--- config.mk ---
export PLATFORM = sky130hd
export DESIGN_NAME = btn_conditioner_flat
export DESIGN_NICKNAME = d
export VERILOG_FILES = /design/src/rtl/btn_pkg.sv /design/src/rtl/btn_conditioner_if.sv /design/src/rtl/btn_chan.sv /design/src/rtl/btn_conditioner.sv /design/src/flat_wrapper.sv
export SDC_FILE = /design/constraint.sdc
export NUM_CORES = 1
export LEC_CHECK = 0
export BUFFER_PORTS_ARGS = -buffer_cell sky130_fd_sc_hd__buf_4
export CAP_MARGIN = 10
export CORE_MARGIN = 4
export CORE_UTILIZATION = 55
export DETAILED_ROUTE_END_ITERATION = 10
export PLACE_DENSITY = 0.72
export SLEW_MARGIN = 30
export SYNTH_ARGS = -nofsm -noshare
export SYNTH_HDL_FRONTEND = slang
export SYNTH_SLANG_ARGS = --single-unit
--- constraint.sdc ---
create_clock -name Clk100M -period 7.25 [get_ports Clk100M]
set_input_delay 1.45 -clock Clk100M [delete_from_list [all_inputs] [get_ports Clk100M]]
set_output_delay 1.45 -clock Clk100M [all_outputs]
set_load 0.005 [all_outputs]
--- src/rtl/btn_pkg.sv ---
// Shared constants for the button conditioner: repeat FSM encoding and timing defaults.
package btn_pkg;

    localparam int DEF_CHANNELS        = 3;
    localparam int DEF_DEBOUNCE_CYCLES = 1000000;
    localparam int DEF_REPEAT_DELAY    = 50000000;
    localparam int DEF_REPEAT_RATE     = 10000000;

    typedef logic [1:0] rpt_state_t;

    localparam rpt_state_t ST_IDLE   = 2'd0;
    localparam rpt_state_t ST_DELAY  = 2'd1;
    localparam rpt_state_t ST_REPEAT = 2'd2;

    function automatic int max_int(input int a, input int b);
        return (a > b) ? a : b;
    endfunction

endpackage

--- src/rtl/btn_conditioner_if.sv ---
// Button bundle between the conditioner and its user.
// release_p/event_p carry the release/event outputs; the plain names are SV keywords.
interface btn_conditioner_if
    import btn_pkg::*;
#(
    parameter int CHANNELS = DEF_CHANNELS
);
    logic [CHANNELS-1:0] btn_raw;
    logic [CHANNELS-1:0] repeat_en;
    logic [CHANNELS-1:0] level;
    logic [CHANNELS-1:0] press;
    logic [CHANNELS-1:0] release_p;
    logic [CHANNELS-1:0] rpt;
    logic [CHANNELS-1:0] event_p;

    modport master (
        output btn_raw, repeat_en,
        input  level, press, release_p, rpt, event_p
    );

    modport slave (
        input  btn_raw, repeat_en,
        output level, press, release_p, rpt, event_p
    );
endinterface

--- src/rtl/btn_chan.sv ---
// One button channel: two-flop synchroniser, debounce counter and auto-repeat FSM.
module btn_chan
    import btn_pkg::*;
#(
    parameter int DEBOUNCE_CYCLES = DEF_DEBOUNCE_CYCLES,
    parameter int REPEAT_DELAY    = DEF_REPEAT_DELAY,
    parameter int REPEAT_RATE     = DEF_REPEAT_RATE
) (
    input  logic clk,
    input  logic i_arst_n,
    input  logic i_rst_n,
    input  logic i_btn_raw,
    input  logic i_repeat_en,
    output logic o_level,
    output logic o_press,
    output logic o_release,
    output logic o_rpt,
    output logic o_event
);
    localparam int CW = $clog2(DEBOUNCE_CYCLES + 1);
    localparam int TW = $clog2(max_int(REPEAT_DELAY, REPEAT_RATE));
    localparam logic [CW-1:0] CNT_LAST   = CW'(DEBOUNCE_CYCLES - 1);
    localparam logic [TW-1:0] DELAY_LAST = TW'(REPEAT_DELAY - 1);
    localparam logic [TW-1:0] RATE_LAST  = TW'(REPEAT_RATE - 1);

    logic          r_sync1, r_sync2;
    logic [CW-1:0] r_cnt;
    logic          r_level, r_press, r_release, r_rpt, r_event;
    rpt_state_t    r_state, w_state_next;
    logic [TW-1:0] r_timer, w_timer_next;
    logic          w_rpt_next;
    logic          w_differ, w_toggle, w_level_next, w_rise, w_fall;

    // The synchroniser leaves reset with the raw reset so the button is already
    // sampled by the time the rest of the channel comes out of reset.
    always_ff @(posedge clk or negedge i_arst_n) begin
        if (!i_arst_n) begin
            r_sync1 <= 1'b0;
            r_sync2 <= 1'b0;
        end else begin
            r_sync1 <= i_btn_raw;
            r_sync2 <= r_sync1;
        end
    end

    assign w_differ     = r_sync2 ^ r_level;
    assign w_toggle     = w_differ && (r_cnt == CNT_LAST);
    assign w_level_next = r_level ^ w_toggle;
    assign w_rise       = w_toggle & ~r_level;
    assign w_fall       = w_toggle & r_level;

    // Leaving on the next level value keeps rpt off the cycle release asserts.
    always_comb begin
        w_state_next = r_state;
        w_timer_next = r_timer;
        w_rpt_next   = 1'b0;
        if (!w_level_next || !i_repeat_en) begin
            w_state_next = ST_IDLE;
            w_timer_next = '0;
        end else begin
            case (r_state)
                ST_IDLE: begin
                    if (w_rise) begin
                        w_state_next = ST_DELAY;
                        w_timer_next = '0;
                    end
                end
                ST_DELAY: begin
                    if (r_timer == DELAY_LAST) begin
                        w_state_next = ST_REPEAT;
                        w_timer_next = '0;
                        w_rpt_next   = 1'b1;
                    end else begin
                        w_timer_next = r_timer + 1'b1;
                    end
                end
                ST_REPEAT: begin
                    if (r_timer == RATE_LAST) begin
                        w_timer_next = '0;
                        w_rpt_next   = 1'b1;
                    end else begin
                        w_timer_next = r_timer + 1'b1;
                    end
                end
                default: begin
                    w_state_next = ST_IDLE;
                    w_timer_next = '0;
                end
            endcase
        end
    end

    always_ff @(posedge clk or negedge i_rst_n) begin
        if (!i_rst_n) begin
            r_cnt     <= '0;
            r_level   <= 1'b0;
            r_press   <= 1'b0;
            r_release <= 1'b0;
            r_rpt     <= 1'b0;
            r_event   <= 1'b0;
            r_state   <= ST_IDLE;
            r_timer   <= '0;
        end else begin
            r_cnt     <= (!w_differ || w_toggle) ? '0 : r_cnt + 1'b1;
            r_level   <= w_level_next;
            r_press   <= w_rise;
            r_release <= w_fall;
            r_rpt     <= w_rpt_next;
            r_event   <= r_press | r_rpt;
            r_state   <= w_state_next;
            r_timer   <= w_timer_next;
        end
    end

    assign o_level   = r_level;
    assign o_press   = r_press;
    assign o_release = r_release;
    assign o_rpt     = r_rpt;
    assign o_event   = r_event;

endmodule

--- src/rtl/btn_conditioner.sv ---
// Multi-channel button conditioner: debounced levels, edge pulses and auto-repeat.
module btn_conditioner
    import btn_pkg::*;
#(
    parameter int CHANNELS        = DEF_CHANNELS,
    parameter int DEBOUNCE_CYCLES = DEF_DEBOUNCE_CYCLES,
    parameter int REPEAT_DELAY    = DEF_REPEAT_DELAY,
    parameter int REPEAT_RATE     = DEF_REPEAT_RATE
) (
    input  logic             Clk100M,
    input  logic             reset_n,
    btn_conditioner_if.slave bus
);
    logic                r_rst_meta, r_rst_sync;
    logic [CHANNELS-1:0] w_level, w_press, w_release, w_rpt, w_event;

    // Reset asserts immediately and releases two clocks later, clean to Clk100M.
    always_ff @(posedge Clk100M or negedge reset_n) begin
        if (!reset_n) begin
            r_rst_meta <= 1'b0;
            r_rst_sync <= 1'b0;
        end else begin
            r_rst_meta <= 1'b1;
            r_rst_sync <= r_rst_meta;
        end
    end

    generate
        for (genvar gi = 0; gi < CHANNELS; gi++) begin : g_chan
            btn_chan #(
                .DEBOUNCE_CYCLES(DEBOUNCE_CYCLES),
                .REPEAT_DELAY   (REPEAT_DELAY),
                .REPEAT_RATE    (REPEAT_RATE)
            ) u_chan (
                .clk        (Clk100M),
                .i_arst_n   (reset_n),
                .i_rst_n    (r_rst_sync),
                .i_btn_raw  (bus.btn_raw[gi]),
                .i_repeat_en(bus.repeat_en[gi]),
                .o_level    (w_level[gi]),
                .o_press    (w_press[gi]),
                .o_release  (w_release[gi]),
                .o_rpt      (w_rpt[gi]),
                .o_event    (w_event[gi])
            );
        end
    endgenerate

    assign bus.level     = w_level;
    assign bus.press     = w_press;
    assign bus.release_p = w_release;
    assign bus.rpt       = w_rpt;
    assign bus.event_p   = w_event;

endmodule

--- src/flat_wrapper.sv ---
// flat-port wrapper written by rule: the top's interface ports become plain ports
module btn_conditioner_flat import btn_pkg::*;
#(
    parameter int CHANNELS        = DEF_CHANNELS,
    parameter int DEBOUNCE_CYCLES = DEF_DEBOUNCE_CYCLES,
    parameter int REPEAT_DELAY    = DEF_REPEAT_DELAY,
    parameter int REPEAT_RATE     = DEF_REPEAT_RATE
)
  (Clk100M, reset_n, bus_btn_raw, bus_repeat_en, bus_level, bus_press, bus_release_p, bus_rpt, bus_event_p);
  btn_conditioner_if #(.CHANNELS(CHANNELS)) bus_i ();
  input  logic Clk100M;
  input  logic reset_n;
  input wire logic [$bits(bus_i.btn_raw)-1:0] bus_btn_raw;
  input wire logic [$bits(bus_i.repeat_en)-1:0] bus_repeat_en;
  output wire logic [$bits(bus_i.level)-1:0] bus_level;
  output wire logic [$bits(bus_i.press)-1:0] bus_press;
  output wire logic [$bits(bus_i.release_p)-1:0] bus_release_p;
  output wire logic [$bits(bus_i.rpt)-1:0] bus_rpt;
  output wire logic [$bits(bus_i.event_p)-1:0] bus_event_p;
  assign bus_i.btn_raw = bus_btn_raw;
  assign bus_i.repeat_en = bus_repeat_en;
  assign bus_level = bus_i.level;
  assign bus_press = bus_i.press;
  assign bus_release_p = bus_i.release_p;
  assign bus_rpt = bus_i.rpt;
  assign bus_event_p = bus_i.event_p;
  btn_conditioner #(.CHANNELS(CHANNELS), .DEBOUNCE_CYCLES(DEBOUNCE_CYCLES), .REPEAT_DELAY(REPEAT_DELAY), .REPEAT_RATE(REPEAT_RATE)) u_core (.Clk100M(Clk100M), .reset_n(reset_n), .bus(bus_i));
endmodule
==> summary.md, run 1 <==
| Metric | Value |
|---|---|
| Area Overhead vs Synth | 9.73% |
| Number of synthesized register bits | 167 |
| Top post-synthesis cells by count | 167 x dfrtp_1, 111 x nand2_1, 109 x nor2_1 |
| Die width | ~140 um |
| Die Y | approximately 140 um |
| CTS Sinks | around 170 |
| Largest net degree at the start of global routing | 77 |
| Vias | 7,358 |
| Clk root buf | clkbuf_16 |
| CTS tree | done |
| R2R setup slack | 4040 ps |
| Pleak | ~0.0042 uW |
| Status | completed |
| Maximum vdd drop | between 0.00015 and 0.0002 V |
| Worst slew pin tran | just under 700 ps |
| Max FO, Critical Path | 14 |
| Top delay family on crit path | simple AND/OR/NAND/NOR gates |
| Share of layout cells above drive strength 1 | 0.102 |
| Post-synth ARST share | 1.00 |
| Met2 Wirelength | between 8000 and 9000 um |
| Die ar. | 18,800 um^2 |
| HP Class | register to asynchronous set/reset pin |
| Core area | 16,100 um^2 |
| Area of the multi-input gates | roughly 4600 um^2 |
| Final #Nets | 1,026 |
| Post-Syn Area | slightly above 9000 um^2 |
| Uppermost layer routed | met4 |
| Antenna viol nets, final | 0 |
| CTS Hold Bufs | 0 |
| Number of fill cells | 1,365 |
| CTS Buf Count | 17 |
| CP Data Required Time | around 7600 ps |
| Slowest cell on the critical path | a221oi_2 |
| Total gr overflow | 0 |
| Final hold violations | 0 |
| Antenna cells | 0 |
| Setup bufs post-CTS | 0 |
| Cells after synthesis | approximately 1,000 |
| MaxCap Viol Count | 0 |
| Post-DP HPWL | between 10,000 and 15,000 um |
| Critical path type | register to register |
| Buf/Inv on CP | 1 |
| Final period util | 0.443 |
| Max Slew Vio Count | 0 |
| Clock latency on the worst-skew pair | about 430 ps |
| Crit path from | u_core.g_chan[1].u_chan.r_cnt[7]$_DFF_PN0_ |
| Crit path DAT | ~3500 ps |
| Placed insts | between 1,000 and 1,500 |
| Clk_skew | 9.62 ps |
| Reg2Reg Depth | 7 |
| RSZ-0062 raised after global routing | no |
| Slew margin rel. | 0.539 |
| Crit path to | u_core.g_chan[1].u_chan.r_timer[11]$_DFFE_PN0P_ |
| Final hold slack | 226 ps |
| Clock Pin Slew Worst Setup and Hold Paths | 70 ps |
| Top-area cell type share of the netlist area | 0.455 |
| Syn nets | around 1,000 |
| Fin cells | 1,226 |
| Gr usage total | 0.219 |
| Port bufs | 22 |
| Startpoint types | register |
| First-pass GRT wire length | 33,500 um |
| Number of synthesized flops with an enable pin | 0 |
| Worst reg2reg endpoint | u_core.g_chan[1].u_chan.r_timer[11]$_DFFE_PN0P_ |
| Vias in the first global route | ~7,000 |
| Reg2reg start | u_core.g_chan[1].u_chan.r_cnt[7]$_DFF_PN0_ |
| TNS Setup | 0 ps |
| Critical Path Max Stage Delay | roughly 600 ps |
| DRC errors left | 0 |
| Drt via density | between 6 and 7 |
| Critical-path cell list | or4_1, nor4b_2, nand3_1, a221oi_2, buf_4, nand2_1, o31ai_1 |
| Count leader, synth | dfrtp_1 |
| Final wirelength | roughly 19,000 um |
| Ys flop type | dfrtp_1 |
| Max H-tree Level | 4 |
| Average routed wire per standard cell | about 16 um |
| Post-synthesis sequential area ratio | 0.455 |
| Fmax | ~310 MHz |
| Initial Util | 0.570 |
| Routed length on met3 | slightly above 900 um |
| Post-CTS sizing | 0 |
| First-pass detailed-route iteration total | 5 |
| Mean post-synth cell area | about 9 um^2 |
| GPL Wtd Cong | between 0.8 and 0.9 |
| Largest cells by area after synthesis | dfrtp_1 46%, nand2_1 4.5%, nor2_1 4.5%, nand4_1 4.3%, nand3_1 4.2% |
| Crit end category | register |
| Cell area power density | approximately 190 nW/um^2 |
| Synth cell types | 68 |
| WP depth | 7 |
| I/O pins | 23 |
| Rows | 46 |
| Clk buf depth | 2 |
| Ys Warns | 0 |
| Antenna violations before repair | 0 |
| Yosys top cell by area | dfrtp_1 |
| Register area | between 4000 and 5000 um^2 |
| Met1 Wirelength | just over 9000 um |
| DRT iter0 DRCs | 602 |
| Final setup viols | 0 |
| Post-layout min period | between 3000 and 4000 ps |
[layout by cell type, fill, tap and decap left out, drive strengths merged, types with 3 or more instances in the layout]
cell      count
dfrtp       167
nand2       112
nor2        109
nand3        77
nand4        63
inv          42
xor2         33
buf          32
nor3         28
and3         25
xnor2        24
ha           21
a21oi        18
clkbuf       18
o21ai        17
o311ai       17
or3          16
a21o         14
and2         14
a22o         13
or2          12
o211ai       10
nor4         10
o22ai         9
nor4b         9
and4          8
or4           7
a22oi         6
o41ai         6
nand4b        5
o2111ai       5
clkinvlp      5
clkinv        5
mux2          4
a31oi         4
or4b          4
o21a          3
a221o         3
o31ai         3
bufinv        3
[state kept, by name, indices dropped and copies added (netlist names)]
signal / count
u_core.g_chan.u_chan.r_state: 6
u_core.r_rst_sync: 1
u_core.g_chan.u_chan.r_sync2: 3
u_core.g_chan.u_chan.r_cnt: 60
u_core.g_chan.u_chan.o_event: 3
u_core.g_chan.u_chan.o_release: 3
u_core.g_chan.u_chan.o_press: 3
u_core.r_rst_meta: 1
u_core.g_chan.u_chan.r_sync1: 3
u_core.g_chan.u_chan.o_level: 3
u_core.g_chan.u_chan.r_timer: 78
u_core.g_chan.u_chan.o_rpt: 3
[final cells by class]
class,instances,share of cell area
sequential,167,0.415
tap,216,0.0268
timing repair buffer,32,0.0265
inverter,41,0.0153
clock inverter,14,0.0175
clock buffer,18,0.0426
multi-input combinational,738,0.456
[per-stage QoR]
step	total power (uW)	setup slack, ps	utilization	instance area [um^2]
2_1_floorplan	996	2430	-	9180
3_3_place_gp	1010	3670	0.584	9420
3_5_place_dp	1020	3980	0.587	9460
4_1_cts	1950	4020	0.625	10100
5_1_grt	2000	3790	0.625	10100
6_report	1930	4040	0.625	10100
[power by group]
part | total (uW) | internal, uW | switching [uW]
Sequential | 946 | 938 | 7.86
Clock | 932 | 544 | 388
Combinational | 51.8 | 14.5 | 37.2
[per-layer routing]
layer  up-vias  track usage
li1       3604            -
met1      3545        0.316
met2       187        0.340
met3        22       0.0376
met4         0       0.0649
met5         -            0
[worst min-delay path by stage]
stage                     slack (ps)  depth (start not counted)                                 startpoint                                    endpoint
after global routing             260                          0                u_core.r_rst_sync$_DFF_PN0_  u_core.g_chan[1].u_chan.r_cnt[2]$_DFF_PN0_
final                            230                          0                u_core.r_rst_sync$_DFF_PN0_  u_core.g_chan[1].u_chan.r_cnt[2]$_DFF_PN0_
after floorplan                  330                          0  u_core.g_chan[0].u_chan.r_sync1$_DFF_PN0_   u_core.g_chan[0].u_chan.r_sync2$_DFF_PN0_
after CTS                        240                          0                u_core.r_rst_sync$_DFF_PN0_  u_core.g_chan[1].u_chan.r_cnt[2]$_DFF_PN0_
after detailed placement         230                          0                u_core.r_rst_sync$_DFF_PN0_  u_core.g_chan[1].u_chan.r_cnt[3]$_DFF_PN0_
after global placement           330                          0                u_core.r_rst_meta$_DFF_PN0_                 u_core.r_rst_sync$_DFF_PN0_
[cells by family (layout without fill, tap and decap cells)]
family,Yosys count,in the layout,share of synthesized area
and+or+nand+nor,515,515,0.293
DFF,167,167,0.455
xor gates and xnor gates,57,57,0.0544
muxes,6,6,0.00709
buffers and inverters,92,105,0.0459
adders and majority gates,21,21,0.0286
other,1,1,0.000408
AOI/OAI and AO/OA,138,138,0.115
No activity file was read; power rests on OpenSTA's default activity.
==> run 2, diff against run 1 <==
--- a/config.mk
+++ b/config.mk
@@ -5,12 +5,13 @@
 export SDC_FILE = /design/constraint.sdc
 export NUM_CORES = 1
 export LEC_CHECK = 0
+export ABC_AREA = 1
 export BUFFER_PORTS_ARGS = -buffer_cell sky130_fd_sc_hd__buf_4
 export CAP_MARGIN = 10
 export CORE_MARGIN = 4
 export CORE_UTILIZATION = 55
 export DETAILED_ROUTE_END_ITERATION = 10
-export PLACE_DENSITY = 0.72
+export PLACE_DENSITY = 0.71
 export SLEW_MARGIN = 30
 export SYNTH_ARGS = -nofsm -noshare
 export SYNTH_HDL_FRONTEND = slang
==> constraint.sdc (replaced) <==
create_clock -name Clk100M -period 3.35 [get_ports Clk100M]
set_input_delay 0.67 -clock Clk100M [delete_from_list [all_inputs] [get_ports Clk100M]]
set_output_delay 0.67 -clock Clk100M [all_outputs]
set_load 0.005 [all_outputs]
==> run 2 against run 1 <==
Effect of this change:
- synthesized area is 28% higher
- non-clock buffer count rose by 7
- synthesized cell count increased by 75%
- clock skew is 5.7 ps higher
- routed wire length grew 55%
- combinational power increased by 100%
- final cell count rose by 65%
- total power grew 120%
- critical endpoint is now u_core.g_chan[2].u_chan.r_timer[24]$_DFFE_PN0P_
==> summary.md, run 2 <==
| Metric | Value |
|---|---|
| Final hold violations | 0 (unchanged) |
| Final wirelength | 30,000 um (was 19,400 um) |
| Max Slew Vio Count | 0 (unchanged) |
| DRC errors left | 0 (unchanged) |
| Die width | 154 um (was 137 um) |
| Antenna cells | 0 (unchanged) |
| Gr usage total | 0.259 (was 0.219) |
| Compound-gate portion of the synthesized area | 0.0661 (was 0.115) |
| MaxCap Viol Count | 0 (unchanged) |
| Post-layout min period | 3060 ps (was 3210 ps) |
| Max FO, Critical Path | 21 (was 14) |
| Post-Syn Area | 11,700 um^2 (was 9180 um^2) |
| Largest net degree at the start of global routing | 63 (was 77) |
| Rows | 53 (was 46) |
| Vias | 11,300 (was 7,358) |
| Pleak | 0.00564 uW (was 0.00421 uW) |
| Total gr overflow | 0 (unchanged) |
| Ys flop type | dfrtp_1 (unchanged) |
| Port bufs | 22 (unchanged) |
| Post-DP HPWL | 21,100 um (was 13,000 um) |
| Yosys top cell by area | dfrtp_1 (unchanged) |
| Clock latency on the worst-skew pair | 450 ps (was 430 ps) |
| Largest cells by area after synthesis | dfrtp_1 36%, nand2_1 15%, nand3_1 9.5%, nor2_1 7.8%, nand4_1 5.8% (was dfrtp_1 46%, nand2_1 4.5%, nor2_1 4.5%, nand4_1 4.3%, nand3_1 4.2%) |
| Top-area cell type share of the netlist area | 0.356 (was 0.455) |
| Synth cell types | 42 (was 68) |
| First-pass detailed-route iteration total | 5 (unchanged) |
| Fmax | 327 MHz (was 311 MHz) |
| Syn nets | 1,776 (was 1,026) |
| Vias in the first global route | 10,800 (was 6,970) |
| Biggest register | u_core.g_chan.u_chan.r_timer (unchanged) |
| TNS Setup | 0 ps (unchanged) |
| Drt via density | 5.56 (was 6.00) |
| Reg2reg start | u_core.g_chan[2].u_chan.r_cnt[0]$_DFF_PN0_ (was u_core.g_chan[1].u_chan.r_cnt[7]$_DFF_PN0_) |
| Setup ws final | 291 ps (was 4040 ps) |
| Post-synth ARST share | 1.00 (unchanged) |
| Post-Synth Adder-Cell Area | 0.0224 (was 0.0286) |
| CTS Hold Bufs | 0 (unchanged) |
| Pre-CTS WS | 354 ps (was 3980 ps) |
| R2R setup slack | 290 ps (was 4040 ps) |
| Core area | 21,000 um^2 (was 16,100 um^2) |
| Most common cell after layout, fill and taps aside | nand2_1 (was dfrtp_1) |
| Number of synthesized flops with an enable pin | 0 (unchanged) |
| CTS Sinks | 167 (unchanged) |
| Most frequent cells in the layout | 464 x nand2_1, 245 x nor2_1, 222 x nand3_1, 166 x inv_1, 166 x dfrtp_1 (was 166 x dfrtp_1, 111 x nand2_1, 109 x nor2_1, 77 x nand3_1, 63 x nand4_1) |
| Setup bufs post-CTS | 0 (unchanged) |
| Clk_skew | 15.3 ps (was 9.62 ps) |
| First-pass GRT wire length | 51,700 um (was 33,500 um) |
| Clock Pin Slew Worst Setup and Hold Paths | 70 ps (about the same) |
| Max H-tree Level | 4 (unchanged) |
| Status | completed (unchanged) |
| Worst reg2reg endpoint | u_core.g_chan[2].u_chan.r_timer[24]$_DFFE_PN0P_ (was u_core.g_chan[1].u_chan.r_timer[11]$_DFFE_PN0P_) |
| Antenna viol nets, final | 0 (unchanged) |
| CTS tree | done (unchanged) |
| Count leader, synth | nand2_1 (was dfrtp_1) |
| Mean post-synth cell area | 6.72 um^2 (was 9.21 um^2) |
| I/O pins | 23 (unchanged) |
| Average routed wire per standard cell | 14.8 um (was 15.8 um) |
| Die ar. | 23,700 um^2 (was 18,800 um^2) |
| Final Cell Area | 12,600 um^2 (was 10,100 um^2) |
| HP Class | primary input to asynchronous set/reset pin (was register to asynchronous set/reset pin) |
| Antenna violations before repair | 0 (unchanged) |
| Crit path DAT | 3350 ps (was 3540 ps) |
| CTS Buf Count | 17 (unchanged) |
| Die Y | 154 um (was 137 um) |
| Clk root buf | clkbuf_16 (unchanged) |
| Xor and xnor fraction of the mapped netlist area | 0.0358 (was 0.0544) |
| Largest family of logic cells by synthesized area | simple AND/OR/NAND/NOR gates (unchanged) |
| Number of synthesized register bits | 167 (unchanged) |
| Area Overhead vs Synth | 7.36% (was 9.73%) |
| Maximum vdd drop | 0.000329 V (was 0.000171 V) |
| Reg2Reg Depth | 9 (was 7) |
| GPL Wtd Cong | 0.946 (was 0.810) |
| Slew margin rel. | 0.354 (was 0.539) |
| Cell area after placement | 12,000 um^2 (was 9460 um^2) |
| Share of layout cells above drive strength 1 | 0.0743 (was 0.102) |
| Ys Warns | 0 (unchanged) |
| Final setup viols | 0 (unchanged) |
| Post-synthesis sequential area ratio | 0.356 (was 0.455) |
| Simple logic cell fraction of the synthesized area | 0.423 (was 0.293) |
| Final #Nets | 1,766 (was 1,026) |
| RSZ-0062 raised after global routing | no (unchanged) |
| Critical path type | register to register (unchanged) |
| Clk buf depth | 2 (unchanged) |
| Share of the core filled with cells | 0.600 (was 0.625) |
| Cell area power density | 337 nW/um^2 (was 192 nW/um^2) |
| Startpoint types | register (unchanged) |
| DRT iter0 DRCs | 885 (was 602) |
| Post-CTS sizing | 0 (unchanged) |
| Multiplexer share of the synthesized area | 0 (was 0.00709) |
| Crit end category | register (unchanged) |
| CP Data Required Time | 3640 ps (was 7580 ps) |
| Top Registers | u_core.g_chan.u_chan.r_timer (78), u_core.g_chan.u_chan.r_cnt (60), u_core.g_chan.u_chan.r_state (6) (unchanged) |
| Final period util | 0.913 (was 0.443) |
| Worst slew pin tran | 970 ps (was 691 ps) |
| Largest register FFs | 78 (unchanged) |
| Initial Util | 0.559 (was 0.570) |
| Top post-synthesis cells by count | 464 x nand2_1, 245 x nor2_1, 222 x nand3_1 (was 167 x dfrtp_1, 111 x nand2_1, 109 x nor2_1) |
| Cells after synthesis | 1,747 (was 997) |
==> run 2: area by class of cell <==
class	instances	area (um^2)
Fill cell	1974	8420
Timing Repair Buffer	39	338
Multi-Input combinational cell	1331	6430
Clock buffer	18	439
Sequential cell	167	4180
Inverter	181	682
Clock inverter	14	189
Tap cell	275	344
==> run 2: critical path: stages (launching register included) <==
cell and delay [ps]:
dfrtp_1 390, ha_1 240, nand2_1 80, nor2_1 60
nand4_1 130, nor2_2 60, a21oi_2 760, nand2_1 790
nand3_1 290, o21ai_1 90
==> run 2: worst max-delay path by stage <==
stage / from / to / slack, ps / depth (start not counted)
after floorplan: u_core.r_rst_sync$_DFF_PN0_ / u_core.g_chan[0].u_chan.o_event$_DFF_PN0_ / 680 / 0
after detailed placement: u_core.g_chan[2].u_chan.r_cnt[0]$_DFF_PN0_ / u_core.g_chan[2].u_chan.r_timer[16]$_DFFE_PN0P_ / 350 / 9
after global routing: u_core.g_chan[2].u_chan.r_cnt[0]$_DFF_PN0_ / u_core.g_chan[2].u_chan.r_timer[18]$_DFFE_PN0P_ / 140 / 8
after global placement: u_core.g_chan[2].u_chan.r_cnt[0]$_DFF_PN0_ / u_core.g_chan[2].u_chan.r_timer[24]$_DFFE_PN0P_ / 480 / 9
final: u_core.g_chan[2].u_chan.r_cnt[0]$_DFF_PN0_ / u_core.g_chan[2].u_chan.r_timer[24]$_DFFE_PN0P_ / 290 / 9
after CTS: u_core.g_chan[2].u_chan.r_cnt[0]$_DFF_PN0_ / u_core.g_chan[2].u_chan.r_timer[16]$_DFFE_PN0P_ / 360 / 9
==> run 2: kinds of logic after synthesis <==
group                      after synthesis
buffers and inverters                  249
xor gates and xnor gates                48
adders and majority gates               21
and+or+nand+nor                       1120
DFF                                    167
other                                    1
AOI/OAI and AO/OA                      141
==> run 2: power by group <==
group / total [uW] / leakage [uW] / internal, uW / switching [uW]
clock network: 2100 / 0.000304 / 1160 / 941
registers: 2040 / 0.00230 / 2030 / 14.2
logic: 106 / 0.00303 / 27.4 / 79.0
==> run 2: per-stage QoR <==
step	hold slack, ps	std cells	power, uW
after floorplan	331	1747	2150
after global placement	333	1992	2190
after detailed placement	338	1992	2190
after CTS	47.0	2024	4280
after global routing	47.9	2025	4380
final	53.6	2025	4250
==> run 2: layer usage <==
metal	vias up	GRT usage	part of all wire
li1	5679	-	-
met5	-	0	0
met3	46	0.0321	0.041
met4	0	0.0845	0.017
met1	5268	0.365	0.48
met2	273	0.416	0.47
